$ cat src/rtl/pbpix_tx_pkg.sv
// Shared types and helpers for the pbpix transmitter: FSM state encoding and
// the frame-counter width calculation.
package PbpixPkg;

   typedef enum logic [1:0] {
      IDLE = 2'd0,
      RUN  = 2'd1,
      DONE = 2'd2
   } PbpixTxState;

   // Counters run 0..n inclusive, so they need room for n itself.
   function automatic int cnt_width(input int n);
      return $clog2(n + 1);
   endfunction

endpackage

$ cat src/rtl/pbpix_tx_fifo2.sv
// Two-entry register FIFO; entry 0 is the head and feeds the outputs directly.
// A push is refused while full, even when a pop happens in the same cycle.
module pbpix_fifo2 #(
   parameter int W = 9
) (
   input  logic         i_clk,
   input  logic         i_rst,
   input  logic         push,
   input  logic         pop,
   input  logic [W-1:0] wdata,
   output logic [W-1:0] head,
   output logic         full,
   output logic         empty
);

   logic [W-1:0] mem0_q, mem0_d;
   logic [W-1:0] mem1_q, mem1_d;
   logic [1:0]   cnt_q, cnt_d;
   logic         push_ok;
   logic         pop_ok;

   assign full  = (cnt_q == 2'd2);
   assign empty = (cnt_q == 2'd0);
   assign head  = mem0_q;

   always_comb begin
      mem0_d  = mem0_q;
      mem1_d  = mem1_q;
      cnt_d   = cnt_q;
      push_ok = push && !full;
      pop_ok  = pop && !empty;
      case ({push_ok, pop_ok})
         2'b10: begin
            if (cnt_q == 2'd0) begin
               mem0_d = wdata;
            end else begin
               mem1_d = wdata;
            end
            cnt_d = cnt_q + 2'd1;
         end
         2'b01: begin
            // Shift the second entry forward; clear the head when draining out.
            if (cnt_q == 2'd2) begin
               mem0_d = mem1_q;
            end else begin
               mem0_d = '0;
            end
            cnt_d = cnt_q - 2'd1;
         end
         2'b11: begin
            // Only reachable with one entry: the new word replaces the head.
            mem0_d = wdata;
         end
         default: begin
            cnt_d = cnt_q;
         end
      endcase
   end

   always_ff @(posedge i_clk) begin
      if (i_rst) begin
         mem0_q <= '0;
         mem1_q <= '0;
         cnt_q  <= 2'd0;
      end else begin
         mem0_q <= mem0_d;
         mem1_q <= mem1_d;
         cnt_q  <= cnt_d;
      end
   end

endmodule

$ cat src/rtl/pbpix_tx.sv
// pbpix transmitter: rdy/ack pixel words in, zero-flagged pbpix words out,
// with per-frame counting. Define PBPIX_ZCNT_EN to add the o_zero_cnt output.
module pbpix_tx
   import PbpixPkg::*;
#(
   parameter  int DW        = 8,
   parameter  int FRAME_LEN = 64,
   localparam int CW        = cnt_width(FRAME_LEN)
) (
   input  logic          i_clk,
   input  logic          i_rst,
   input  logic          src_rdy,
   output logic          src_ack,
   input  logic [DW-1:0] src_data,
   output logic          pix_rdy,
   input  logic          pix_ack,
   output logic          pix_zero,
   output logic [DW-1:0] pix_data,
   output logic          pix_last,
   output logic          o_frame_done,
   output logic          o_busy
`ifdef PBPIX_ZCNT_EN
   ,
   output logic [CW-1:0] o_zero_cnt
`endif
);

   localparam logic [CW-1:0] LEN      = CW'(FRAME_LEN);
   localparam logic [CW-1:0] LAST_IDX = CW'(FRAME_LEN - 1);

   PbpixTxState   state_q, state_d;
   logic [CW-1:0] in_cnt_q, in_cnt_d;
   logic [CW-1:0] out_cnt_q, out_cnt_d;
   logic          fifo_full;
   logic          fifo_empty;
   logic          in_xfer;
   logic          out_xfer;
   logic          wr_zero;
   logic [DW:0]   wr_word;
   logic [DW:0]   head;

   always_comb begin
      wr_zero  = (src_data == {DW{1'b0}});
      wr_word  = {wr_zero, (wr_zero ? {DW{1'b0}} : src_data)};
      src_ack  = src_rdy && !fifo_full && (state_q != DONE) && (in_cnt_q < LEN);
      in_xfer  = src_ack;
      out_xfer = pix_rdy && pix_ack;
   end

   pbpix_fifo2 #(
      .W(DW + 1)
   ) u_fifo (
      .i_clk (i_clk),
      .i_rst (i_rst),
      .push  (in_xfer),
      .pop   (out_xfer),
      .wdata (wr_word),
      .head  (head),
      .full  (fifo_full),
      .empty (fifo_empty)
   );

   assign pix_rdy              = !fifo_empty;
   assign {pix_zero, pix_data} = head;
   assign pix_last             = pix_rdy && (out_cnt_q == LAST_IDX);
   assign o_frame_done         = (state_q == DONE);
   assign o_busy               = (state_q != IDLE);

   always_comb begin
      state_d   = state_q;
      in_cnt_d  = in_cnt_q;
      out_cnt_d = out_cnt_q;
      if (in_xfer) begin
         in_cnt_d = in_cnt_q + CW'(1);
      end else begin
         in_cnt_d = in_cnt_q;
      end
      if (out_xfer) begin
         out_cnt_d = out_cnt_q + CW'(1);
      end else begin
         out_cnt_d = out_cnt_q;
      end
      case (state_q)
         IDLE: begin
            if (in_xfer) begin
               state_d = RUN;
            end else begin
               state_d = IDLE;
            end
         end
         RUN: begin
            if (out_xfer && pix_last) begin
               state_d = DONE;
            end else begin
               state_d = RUN;
            end
         end
         DONE: begin
            state_d   = IDLE;
            in_cnt_d  = '0;
            out_cnt_d = '0;
         end
         default: begin
            state_d = IDLE;
         end
      endcase
   end

   always_ff @(posedge i_clk) begin
      if (i_rst) begin
         state_q   <= IDLE;
         in_cnt_q  <= '0;
         out_cnt_q <= '0;
      end else begin
         state_q   <= state_d;
         in_cnt_q  <= in_cnt_d;
         out_cnt_q <= out_cnt_d;
      end
   end

`ifdef PBPIX_ZCNT_EN
   logic [CW-1:0] zcnt_q, zcnt_d;

   // Holds through DONE so it can be read with the frame-done pulse.
   always_comb begin
      if (state_q == DONE) begin
         zcnt_d = '0;
      end else if (out_xfer && pix_zero) begin
         zcnt_d = zcnt_q + CW'(1);
      end else begin
         zcnt_d = zcnt_q;
      end
   end

   always_ff @(posedge i_clk) begin
      if (i_rst) begin
         zcnt_q <= '0;
      end else begin
         zcnt_q <= zcnt_d;
      end
   end

   assign o_zero_cnt = zcnt_q;
`endif

endmodule

$ cat config.mk
export PLATFORM = sky130hd
export DESIGN_NAME = pbpix_tx
export DESIGN_NICKNAME = d
export VERILOG_FILES = /design/src/rtl/pbpix_tx_pkg.sv /design/src/rtl/pbpix_tx_fifo2.sv /design/src/rtl/pbpix_tx.sv
export SDC_FILE = /design/constraint.sdc
export NUM_CORES = 1
export LEC_CHECK = 0
export ABC_AREA = 1
export BUFFER_PORTS_ARGS = -buffer_cell sky130_fd_sc_hd__buf_2
export CORE_ASPECT_RATIO = 1.1
export CORE_UTILIZATION = 42
export CTS_CLUSTER_SIZE = 8
export DETAILED_ROUTE_END_ITERATION = 10
export HOLD_SLACK_MARGIN = 0.15
export PLACE_DENSITY = 0.61
export SYNTH_ARGS = -nofsm -noshare
export SYNTH_HDL_FRONTEND = slang
export SYNTH_HIERARCHICAL = 1
export SYNTH_SLANG_ARGS = --single-unit
$ cat constraint.sdc
create_clock -name i_clk -period 4.4 [get_ports i_clk]
set_clock_uncertainty 0.1 [all_clocks]
set_input_delay 0.88 -clock i_clk [delete_from_list [all_inputs] [get_ports i_clk]]
set_output_delay 0.88 -clock i_clk [all_outputs]
set_load 0.05 [all_outputs]
==> run_results.csv <==
group,metric,value,unit
run_status,outcome,"complete, no violations",
worst_setup_path,cp-start-kind,"flop",
cts,clk_pin_slew_worst_paths,0.07,ns
timing,setup_viol,0,
timing,maxSlewHeadroom,63.60,%
timing,slew_viol_final,0,
cts,cts_buffer_depth,2,
synthesis,ys_warn_count,6,
worst_setup_path,r2r-end,"u_fifo/cnt_q[1]",
detailed_routing,drtIter0Drc,84,
worst_setup_path,slowest_stage,"dfxtp_1",
worst_hold_path,hold_path.class,"reg2reg",
pwr,p_clk_share,23.0,%
worst_setup_path,r2r_cells,15,
global_route,use_met1,20.97,%
synthesis,synth_ff_type,"dfxtp_1",
synthesis,yosysMostFrequentCell,"nand2_1",
floorplan,ios,26,
detailed_routing,routed_wl,3.809,mm
pwr,power_density,485.2,nW/um2
worst_setup_path,critPathCaptureType,"output pin",
synthesis,synthTopCellsByArea,"dfxtp_1, nand2_1, nor2_1",
finish,regArea,720.7,um2
cts,cts_hold_buf,0,
global_route,grt_use_met3,5.156,%
worst_setup_path,arrival,1.75,ns
timing,final.setup.tns,0,ns
floorplan,start_util,44.00,%
synthesis,ys_seq_area_share,37.67,%
worst_hold_path,worstHoldPathCells,1,
timing,rsz0062_at_grt,"no",
pwr,p_sw,426.9,uW
pwr,p_int,616.0,uW
placement,port_buffers,25,
timing,post-route-period-util,61.96,%
synthesis,synth_commonest_cells,"nand2_1, nor2_1, dfxtp_1",
global_route,grt_pass1_wl,6.479,mm
synthesis,ys_types,31,
cts,cts_resized,0,
global_route,grt_overflow_total,0,
worst_hold_path,min_to,"out_cnt_q[4]",
floorplan,die_w,66.35,um
worst_hold_path,worstHoldStart,"out_cnt_q[4]",
synthesis,ys_ff_latch,36,
floorplan,core-area,4348,um2
detailed_routing,drc_errors,0,
synthesis,synth_fp_nets,290,
finish,drive_gt1_share,21.28,%
detailed_routing,drt_pass1_iterations,4,
synthesis,synth_top_area_cell,"dfxtp_1",
placement,gp_congestion,0.7804,
worst_setup_path,crit_type,"reg2out",
detailed_routing,wl_per_cell,10.88,um
timing,period_minus_slack,2.726,ns
global_route,grt_use_total,17.96,%
cts,htreeDepth,2,
pwr,seqPwrFrac,39.7,%
finish,multiInputGateArea,1010,um2
placement,dp_hpwl,2.851,mm
worst_setup_path,r2r_start,"u_fifo/cnt_q[0]",
timing,fmax,366.8,MHz
pwr,netSwitchingFraction,40.93,%
pwr,ir_worst_vdd,203.5,uV
worst_setup_path,path_cells,"inv_2 -> nand2_2 -> inv_2 -> nor2_4 -> nand2_2 -> nor2_8 -> buf_2",
global_route,grt_busiest_layer,"met2",
run,max_cap_viol_count,0,
finish,fillers,450,
floorplan,rows,25,
synthesis,synth_area_per_cell,6.982,um2
cts,clk_latency,0.29,ns
detailed_routing,vias_per_cell,4.760,
cts,post_cts_buffers,0,
timing,hold_viol,0,
worst_setup_path,crit_path_max_fanout,11,
synthesis,syn_area,1913,um2
synthesis,synthCells,274,
synthesis,yosysTopAreaCellShare,37.67,%
pwr,p_leak,1.001,nW
synthesis,synth-edff-count,0,
finish,num-nets-final,311,
synthesis,synthArstFlopShare,0,%
floorplan,fp.dieArea,4829,um2
pwr,p_comb_share,37.3,%
cts,clock_sinks,36,
timing,tightest_slew,0.5454,ns
detailed_routing,vias,1666,
worst_setup_path,crit_required,3.42,ns
global_route,grt_max_degree,21,
cts,cts_tree,"yes",
cts,cts_made_buffers,5,
worst_setup_path,ff2ff_setup_slack,1.87,ns
global_route,antenna_found_initial,0,
global_route,grt_pass1_vias,1464,
floorplan,die_height,72.79,um
finish,diodes,0,
finish,area_delta_synth_final,12.36,%
cts,clockRootBuffer,"clkbuf_8",
detailed_routing,antenna_left,0,
worst_setup_path,slowest_delay,0.45,ns
global_route,use_met2,29.48,%
pwr,power,1.043,mW
[power groups by stage]
stage | combinational (mW) | clock (mW) | sequential [mW]
2_1_floorplan | 0.244 | 0 | 0.490
4_1_cts | 0.393 | 0.250 | 0.415
3_3_place_gp | 0.388 | 0 | 0.423
3_5_place_dp | 0.392 | 0 | 0.422
6_report | 0.389 | 0.240 | 0.415
5_1_grt | 0.432 | 0.266 | 0.420
[flip-flops by register name, summed over array words and instances, names as in the netlist]
name	cells
in_cnt_q	7
out_cnt_q	7
u_fifo/cnt_q	2
u_fifo/mem1_q	9
u_fifo/head	9
state_q	2
[critical path: cells and delay by family (launching register included)]
family	cells	cell delay (ns)
simple gates	4	0.54
buf+inv	3	0.47
flops	1	0.45
[worst max-delay path by stage]
stage,end,from
2_1_floorplan,pix_last,out_cnt_q[0]
3_3_place_gp,u_fifo/head[6],pix_ack
3_5_place_dp,u_fifo/head[6],pix_ack
4_1_cts,src_ack,u_fifo/cnt_q[0]
5_1_grt,src_ack,u_fifo/cnt_q[0]
6_report,src_ack,u_fifo/cnt_q[0]
[stage by stage]
stage | util, % | hold slack [ns] | cell area (um2) | setup slack (ns) | std cells
4_1_cts | 49.44 | 0.3763 | 2150 | 1.649 | 350
3_5_place_dp | 47.37 | 0.3676 | 2059 | 1.617 | 342
2_1_floorplan | - | 0.3434 | 1913 | 1.265 | 274
3_3_place_gp | 47.37 | 0.3687 | 2059 | 1.655 | 342
5_1_grt | 49.44 | 0.4118 | 2150 | 1.550 | 350
6_report | 49.44 | 0.3767 | 2150 | 1.674 | 350
[cell usage in the layout, fill, tap and decap left out, types with 2 or more instances in the layout]
master	count
xor2_1	2
nor2_4	7
buf_2	25
inv_1	26
o21ai_0	22
a21oi_1	10
nor4_1	3
nand2_4	3
dfxtp_1	36
nand4_1	3
clkbuf_8	6
ha_1	4
clkbuf_1	2
nand2_2	7
nor2_1	48
nand3_1	15
nand2_1	56
nor2_8	2
inv_2	7
[layer usage]
layer	up-vias	share of wire [%]
met5	-	0
met4	0	2.5
met3	8	4.3
met2	31	48
met1	726	45
li1	901	-
[area by class of cell]
class | count | share of cell area (%)
sequential | 36 | 33.53
timing repair buffer | 25 | 5.821
tap | 54 | 3.143
clock buffer | 8 | 4.191
inverter | 35 | 6.345
multi-input combinational | 192 | 46.97
[kinds of logic after synthesis]
| group | synth area share [%] |
|---|---|
| buffers and inverters | 9.548 |
| XOR/XNOR | 1.374 |
| flip-flops | 37.67 |
| AO/OA/AOI/OAI | 9.549 |
| AND/OR/NAND/NOR | 39.24 |
| adder cells (fa/ha/maj) | 2.616 |
(Power assumes the default switching activity.)
